File: src/rtl/image_scale_pkg.sv
// Shared constants, state encoding and step computation for the bilinear scaling sequencer.
package image_scale_pkg;

  localparam int FRAC_BITS = 16;

  typedef enum logic [2:0] {
    IDLE = 3'd0,
    RD0  = 3'd1,
    RD1  = 3'd2,
    RD2  = 3'd3,
    RD3  = 3'd4,
    CAP  = 3'd5,
    OUT  = 3'd6,
    DONE = 3'd7
  } state_e;

  // 16.16 source increment per destination pixel, truncated.
  function automatic logic [31:0] calc_step(input int src, input int dst);
    logic [63:0] num;
    num = 64'(src) << FRAC_BITS;
    return 32'(num / 64'(dst));
  endfunction

endpackage

File: src/rtl/image_scale_coord_gen.sv
// Destination raster walker: output coordinates, 16.16 source accumulators,
// clamped neighbour columns/rows and the last-pixel flag.
module image_scale_coord_gen
  import image_scale_pkg::*;
#(
  parameter int SRC_WIDTH  = 640,
  parameter int SRC_HEIGHT = 480,
  parameter int DST_WIDTH  = 1280,
  parameter int DST_HEIGHT = 960
) (
  input  logic        clk,
  input  logic        rst,
  input  logic        frame_clear,
  input  logic        advance,
  output logic [15:0] out_x,
  output logic [15:0] out_y,
  output logic [15:0] x0,
  output logic [15:0] x1,
  output logic [15:0] y0,
  output logic [15:0] y1,
  output logic [15:0] x0_nxt,
  output logic [15:0] y0_nxt,
  output logic [15:0] x_frac,
  output logic [15:0] y_frac,
  output logic        last_pix
);

  localparam logic [31:0] STEP_X  = calc_step(SRC_WIDTH, DST_WIDTH);
  localparam logic [31:0] STEP_Y  = calc_step(SRC_HEIGHT, DST_HEIGHT);
  localparam logic [15:0] X_MAX   = 16'(SRC_WIDTH - 1);
  localparam logic [15:0] Y_MAX   = 16'(SRC_HEIGHT - 1);
  localparam logic [15:0] DX_LAST = 16'(DST_WIDTH - 1);
  localparam logic [15:0] DY_LAST = 16'(DST_HEIGHT - 1);

  function automatic logic [15:0] clamp(input logic [15:0] v, input logic [15:0] lim);
    return (v > lim) ? lim : v;
  endfunction

  logic [15:0] out_x_q, out_x_d;
  logic [15:0] out_y_q, out_y_d;
  logic [31:0] sx_acc_q, sx_acc_d;
  logic [31:0] sy_acc_q, sy_acc_d;

  // Next raster position: clear at frame start, step on each accepted quad.
  always_comb begin
    out_x_d  = out_x_q;
    out_y_d  = out_y_q;
    sx_acc_d = sx_acc_q;
    sy_acc_d = sy_acc_q;
    if (frame_clear) begin
      out_x_d  = 16'd0;
      out_y_d  = 16'd0;
      sx_acc_d = 32'd0;
      sy_acc_d = 32'd0;
    end else if (advance) begin
      if (out_x_q < DX_LAST) begin
        out_x_d  = out_x_q + 16'd1;
        sx_acc_d = sx_acc_q + STEP_X;
      end else begin
        out_x_d  = 16'd0;
        sx_acc_d = 32'd0;
        out_y_d  = out_y_q + 16'd1;
        sy_acc_d = sy_acc_q + STEP_Y;
      end
    end else begin
      out_x_d  = out_x_q;
      sx_acc_d = sx_acc_q;
    end
  end

  // Raster position registers.
  always_ff @(posedge clk or posedge rst) begin
    if (rst) begin
      out_x_q  <= 16'd0;
      out_y_q  <= 16'd0;
      sx_acc_q <= 32'd0;
      sy_acc_q <= 32'd0;
    end else begin
      out_x_q  <= out_x_d;
      out_y_q  <= out_y_d;
      sx_acc_q <= sx_acc_d;
      sy_acc_q <= sy_acc_d;
    end
  end

  // x0_nxt/y0_nxt let the sequencer register the first read address of the upcoming pixel.
  assign x0       = clamp(sx_acc_q[31:16], X_MAX);
  assign y0       = clamp(sy_acc_q[31:16], Y_MAX);
  assign x1       = clamp(x0 + 16'd1, X_MAX);
  assign y1       = clamp(y0 + 16'd1, Y_MAX);
  assign x0_nxt   = clamp(sx_acc_d[31:16], X_MAX);
  assign y0_nxt   = clamp(sy_acc_d[31:16], Y_MAX);
  assign x_frac   = sx_acc_q[15:0];
  assign y_frac   = sy_acc_q[15:0];
  assign out_x    = out_x_q;
  assign out_y    = out_y_q;
  assign last_pix = (out_x_q == DX_LAST) && (out_y_q == DY_LAST);

endmodule

File: src/rtl/image_scale_ctrl.sv
// Bilinear scaling sequencer: fetches the four source neighbours of each destination
// pixel from a single-port frame memory and hands them to the interpolator.
module image_scale_ctrl
  import image_scale_pkg::*;
#(
  parameter int DATA_WIDTH = 8,
  parameter int SRC_WIDTH  = 640,
  parameter int SRC_HEIGHT = 480,
  parameter int DST_WIDTH  = 1280,
  parameter int DST_HEIGHT = 960,
  parameter int ADDR_WIDTH = 19
) (
  input  logic                    clk,
  input  logic                    rst,
  input  logic                    start,
  output logic                    busy,
  output logic                    done,
  output logic                    mem_rd_en,
  output logic [ADDR_WIDTH-1:0]   mem_addr,
  input  logic [DATA_WIDTH-1:0]   mem_rd_data,
  output logic                    pix_valid,
  input  logic                    pix_ready,
  output logic [4*DATA_WIDTH-1:0] pix_quad,
  output logic [15:0]             x_frac,
  output logic [15:0]             y_frac,
  output logic [15:0]             out_x,
  output logic [15:0]             out_y,
  output logic                    pix_last
);

  localparam logic [31:0] SRC_W32 = 32'(SRC_WIDTH);
  localparam int          DW      = DATA_WIDTH;

  function automatic logic [ADDR_WIDTH-1:0] pix_addr(input logic [15:0] x, input logic [15:0] y);
    logic [31:0] lin;
    lin = 32'(y) * SRC_W32 + 32'(x);
    return lin[ADDR_WIDTH-1:0];
  endfunction

  state_e                  state_q, state_d;
  logic [ADDR_WIDTH-1:0]   mem_addr_q, mem_addr_d;
  logic [4*DW-1:0]         pix_quad_q, pix_quad_d;
  logic                    mem_rd_en_q, mem_rd_en_d;
  logic                    busy_q, busy_d;
  logic                    done_q, done_d;
  logic                    pix_valid_q, pix_valid_d;
  logic                    pix_last_q, pix_last_d;
  logic                    frame_clear_s, advance_s, last_pix_s;
  logic [15:0]             x0_s, x1_s, y0_s, y1_s, x0_nxt_s, y0_nxt_s;

  image_scale_coord_gen #(
    .SRC_WIDTH  (SRC_WIDTH),
    .SRC_HEIGHT (SRC_HEIGHT),
    .DST_WIDTH  (DST_WIDTH),
    .DST_HEIGHT (DST_HEIGHT)
  ) u_coord (
    .clk         (clk),
    .rst         (rst),
    .frame_clear (frame_clear_s),
    .advance     (advance_s),
    .out_x       (out_x),
    .out_y       (out_y),
    .x0          (x0_s),
    .x1          (x1_s),
    .y0          (y0_s),
    .y1          (y1_s),
    .x0_nxt      (x0_nxt_s),
    .y0_nxt      (y0_nxt_s),
    .x_frac      (x_frac),
    .y_frac      (y_frac),
    .last_pix    (last_pix_s)
  );

  // Sequencer next state; each read address is registered on entry to the state that issues it.
  always_comb begin
    state_d       = state_q;
    mem_addr_d    = mem_addr_q;
    pix_quad_d    = pix_quad_q;
    frame_clear_s = 1'b0;
    advance_s     = 1'b0;
    case (state_q)
      IDLE: begin
        if (start) begin
          frame_clear_s = 1'b1;
          state_d       = RD0;
          mem_addr_d    = pix_addr(x0_nxt_s, y0_nxt_s);
        end else begin
          state_d = IDLE;
        end
      end
      RD0: begin
        state_d    = RD1;
        mem_addr_d = pix_addr(x1_s, y0_s);
      end
      RD1: begin
        pix_quad_d[DW-1:0] = mem_rd_data;
        state_d            = RD2;
        mem_addr_d         = pix_addr(x0_s, y1_s);
      end
      RD2: begin
        pix_quad_d[2*DW-1:DW] = mem_rd_data;
        state_d               = RD3;
        mem_addr_d            = pix_addr(x1_s, y1_s);
      end
      RD3: begin
        pix_quad_d[3*DW-1:2*DW] = mem_rd_data;
        state_d                 = CAP;
      end
      CAP: begin
        pix_quad_d[4*DW-1:3*DW] = mem_rd_data;
        state_d                 = OUT;
      end
      OUT: begin
        if (pix_ready) begin
          if (last_pix_s) begin
            state_d = DONE;
          end else begin
            advance_s  = 1'b1;
            state_d    = RD0;
            mem_addr_d = pix_addr(x0_nxt_s, y0_nxt_s);
          end
        end else begin
          state_d = OUT;
        end
      end
      DONE:    state_d = IDLE;
      default: state_d = IDLE;
    endcase
  end

  // Control outputs are decoded from the next state so they register alongside it.
  always_comb begin
    mem_rd_en_d = (state_d == RD0) || (state_d == RD1) || (state_d == RD2) || (state_d == RD3);
    busy_d      = (state_d != IDLE) && (state_d != DONE);
    pix_valid_d = (state_d == OUT);
    pix_last_d  = (state_d == OUT) && last_pix_s;
    done_d      = (state_d == DONE);
  end

  // State and output registers.
  always_ff @(posedge clk or posedge rst) begin
    if (rst) begin
      state_q     <= IDLE;
      mem_addr_q  <= '0;
      pix_quad_q  <= '0;
      mem_rd_en_q <= 1'b0;
      busy_q      <= 1'b0;
      done_q      <= 1'b0;
      pix_valid_q <= 1'b0;
      pix_last_q  <= 1'b0;
    end else begin
      state_q     <= state_d;
      mem_addr_q  <= mem_addr_d;
      pix_quad_q  <= pix_quad_d;
      mem_rd_en_q <= mem_rd_en_d;
      busy_q      <= busy_d;
      done_q      <= done_d;
      pix_valid_q <= pix_valid_d;
      pix_last_q  <= pix_last_d;
    end
  end

  assign mem_addr  = mem_addr_q;
  assign pix_quad  = pix_quad_q;
  assign mem_rd_en = mem_rd_en_q;
  assign busy      = busy_q;
  assign done      = done_q;
  assign pix_valid = pix_valid_q;
  assign pix_last  = pix_last_q;

endmodule
File: config.mk
export PLATFORM = sky130hd
export DESIGN_NAME = image_scale_ctrl
export DESIGN_NICKNAME = d
export VERILOG_FILES = /design/src/rtl/image_scale_pkg.sv /design/src/rtl/image_scale_coord_gen.sv /design/src/rtl/image_scale_ctrl.sv
export SDC_FILE = /design/constraint.sdc
export NUM_CORES = 1
export LEC_CHECK = 0
export ABC_CLOCK_PERIOD_IN_PS = 7700
export BUFFER_PORTS_ARGS = -buffer_cell sky130_fd_sc_hd__clkbuf_2
export CORE_MARGIN = 10
export CORE_UTILIZATION = 47
export DETAILED_ROUTE_END_ITERATION = 8
export GPL_TIMING_DRIVEN = 1
export PLACE_DENSITY = 0.72
export REMOVE_ABC_BUFFERS = 1
export SYNTH_ARGS = -nofsm -noshare
export SYNTH_HDL_FRONTEND = slang
export SYNTH_SLANG_ARGS = --single-unit
File: constraint.sdc
create_clock -name clk -period 7.7 [get_ports clk]
set_input_delay 0.77 -clock clk [delete_from_list [all_inputs] [get_ports clk]]
set_output_delay 0.77 -clock clk [all_outputs]
set_load 0.02 [all_outputs]
==> out/results.md <==
Status
• result of the run: complete, no violations

Power
• worst supply voltage drop on vdd: 0.000167 V
• Internal Pwr Total: 1670 uW
• net switching fraction of the power: 41.7%
• total net switching power: 1200 uW
• PwrDens: 262 mW/mm^2
• Gate power share: 40.0%
• cell leakage power: 0.00549 uW
• clock power share: 26.6%
• Seq pwr share: 33.4%

Setup path
• CP max FO: 11
• capturing element type of the critical path: flip-flop
• endpoint arrival time on the critical path: 6.55 ns
• category of the critical setup timing path: reg2reg
• required time at the worst-slack endpoint: 7.99 ns
• startpoint type of the worst setup path: flip-flop

Clocking
• TritonCTS clock tree: yes
• CTS buffer count: 17
• buffer count from post-CTS setup fixing: 0
• H-tree levels: 4
• clock sink total: 125
• post-CTS resize count: 0
• clock-pin slew on the worst setup and hold paths: 0.06 ns
• number of hold buffers added after CTS: 0
• Bufs on Longest Clock Path: 2
• CTS root buffer: clkbuf_16
• worst skew pair latency: 0.42 ns

Timing
• slew of the pin with the lowest slew margin: 0.926 ns
• Slew Viols, Final: 0
• final-report setup violation count: 0
• unrepaired setup endpoints after global routing: false
• count of final hold-check violations: 0
• Max-slew headroom: 38.3%
• ratio of final minimum period to clock period: 81.4%
• timing-limited maximum frequency: 160 MHz
• skew final: 0.00988 ns
• setup TNS: 0 ns
• final period demand of the worst path: 6.27 ns

GRT
• busiest layer in global routing: met2
• met2 routing resource usage after global routing: 30.5%
• largest net degree at the start of global routing: 74
• via count of the first global-routing pass: 8155
• number of antenna violations at the first check in global routing: 0
• aggregate global-route resource usage: 18.7%
• first-pass GRT wire length: 41300 microns
• met1 capacity usage during global routing: 24.6%
• overall overflow remaining after global route: 0
• met3 Usage GRT: 3.98%

Cells and area
• growth of design area from synthesis to finish: 12.6%
• final design area excluding fillers: 0.0109 sq mm
• Final #Nets: 1335
• diode insertion count for antenna repair: 0
• fraction of layout instances using a drive strength above 1: 16.0%
• Filler cells: 1902
• Final Core Density: 53.9%

Min path
• kind of path behind the tightest hold check: in2async

Placed design
• routability congestion estimate: 0.888
• Area after DPL: 0.0104 sq mm
• detailed placer's ending HPWL: 19100 microns
• number of buffers added on ports: 101

Route
• Post-DRT Antenna Nets: 0
• # DRC: 0
• drt first-iter violations: 516
• routed wire length: 25100 microns
• total number of vias: 8374
• Wirelength per Cell: 16.5 microns
• First-pass DRT Iterations: 5
• number of vias per cell: 5.52

Floorplan
• I/O pin count: 132
• width of the die: 164 microns
• starting density of the core: 47.9%
• number of cell rows: 52
• total core area: 0.0203 sq mm
• die outline height: 164 microns
• Total Die Area: 0.0268 sq mm

Synth
• Syn Inst Count: 1126
• Synth area leaders: dfrtp_1 (32%), ha_1 (11%), nor2_1 (5.2%)
• register area share after synthesis: 32.2%
• synthesized area per cell: 8.63 sq um
• flip-flop and latch count after synthesis: 125
• number of enable-type register cells in the synthesized netlist: 0
• count of distinct cell types in the synthesized netlist: 90
• cell area after synthesis: 0.00972 sq mm
• most used flip-flop cell after synthesis: dfrtp_1
• warning count from the yosys run: 0
• asr flop ratio synth: 100%
• area share of the leading cell type in the synthesized netlist: 32.2%
• leading area contributor after synthesis: dfrtp_1

Flow run
• MaxCap Viol Count: 0

## Yosys cell counts, types with 7 or more instances
master,number
nand4_1,20
clkbuf_1,29
xor2_1,39
nor4_1,13
a21oi_1,64
o21ai_0,39
inv_1,39
nor3_1,34
or2_2,7
a211oi_1,13
and3_1,25
xnor2_1,56
buf_4,33
nand2b_1,13
nor2_1,134
nand2_1,123
ha_1,83
nand3_1,41
o21a_1,7
a21o_1,12
dfrtp_1,125
mux2_2,17
nor2b_1,10
a31oi_1,10
## state kept, by name, summed over array words and instances (netlist names), 3 cells and up
| signal | flops |
|---|---|
| state_q | 3 |
| u_coord.out_x | 16 |
| mem_addr | 19 |
| pix_quad | 32 |
| u_coord.sy_acc_q | 17 |
| u_coord.sx_acc_q | 17 |
| u_coord.out_y | 16 |
## cell families (layout without fill, tap and decap cells)
group	after synthesis	in the layout	share of synthesized area, %
compound gates	214	214	14.6
xor+xnor	96	96	8.73
other cells	1	54	0.0386
buf+inv	112	179	6.10
flops	125	125	32.2
mux	23	23	2.64
fa+ha+maj	89	89	11.9
simple gates	466	466	23.8
## power groups by stage
stage / clock, uW / sequential, uW / combinational (uW)
CTS: 777 / 958 / 1150
finish: 762 / 958 / 1150
global placement: 0 / 960 / 1130
detailed placement: 0 / 968 / 1140
global route: 806 / 982 / 1260
floorplan: 0 / 1130 / 563
## layout by cell type, fill, tap and decap left out, types with 10 or more instances in the layout
cell type,instances
o21ai_0,39
nand2b_1,13
a21oi_1,64
nand4_1,20
nor2_1,134
a211oi_1,13
inv_1,38
nor4_1,13
nand2_1,123
conb_1,54
a21o_1,12
mux2_2,17
xor2_1,39
and3_1,25
ha_1,83
nand3_1,41
nor3_1,34
xnor2_1,56
clkbuf_2,101
a31oi_1,10
nor2b_1,10
dfrtp_1,125
clkbuf_16,17
## cell type report
cell class,count,area (sq um),area share [%]
clock buffers,22,474,4.33
clock inverters,9,87.6,0.800
inverters,40,153,1.39
multi-input cells,942,6210,56.7
flip-flops and latches,125,3130,28.6
well taps,270,338,3.09
repair buffers,108,558,5.10
## routing by layer
layer	share of wire [%]	wire length, microns	up-vias
met4	1.1	271	0
met1	45	11300	3989
li1	-	-	4129
met3	6.3	1580	22
met5	0	0	-
met2	47	11900	234
## final timing paths
kind                                 startpoint            to  slack, ns  cells after the start
max                        u_coord.sy_acc_q[21]  mem_addr[16]       1.43                     24
min                                         rst      pix_last       0.43                      2
max reg2reg                u_coord.sy_acc_q[21]  mem_addr[16]       1.43                     24
min reg2reg                        pix_quad[10]  pix_quad[10]       0.48                      2
max in group asynchronous                   rst  pix_quad[11]       5.90                      3
min in group clk                   pix_quad[10]  pix_quad[10]       0.48                      2
## worst max-delay path, cell delays in order (launching register included)
cell      delay [ns]
dfrtp_1         0.53
nand4_1         0.24
and3_1          0.32
nand2b_1        0.20
ha_1            0.23
nand2_1         0.06
nor3_1          0.35
xnor2_1         0.17
nor3_1          0.09
nor2_1          0.37
nand2_1         0.20
ha_1            0.32
ha_1            0.23
fa_1            0.47
nor2_1          0.12
a21oi_1         0.06
ha_1            0.36
and3_1          0.16
a221o_1         0.36
o41a_1          0.37
a21o_1          0.20
a21oi_1         0.21
xor2_1          0.10
a222oi_1        0.30
a21oi_1         0.11
## through the flow
step                setup WS [ns]  total power [uW]  cells  hold WS, ns
finish                       1.43              2870   1516        0.432
global route                 1.00              3050   1516        0.486
CTS                          1.46              2890   1516        0.452
detailed placement           1.50              2110   1485        0.465
global placement             1.63              2090   1485        0.460
floorplan                   0.810              1690   1107        0.466
No activity file was read; power rests on OpenSTA's default activity.
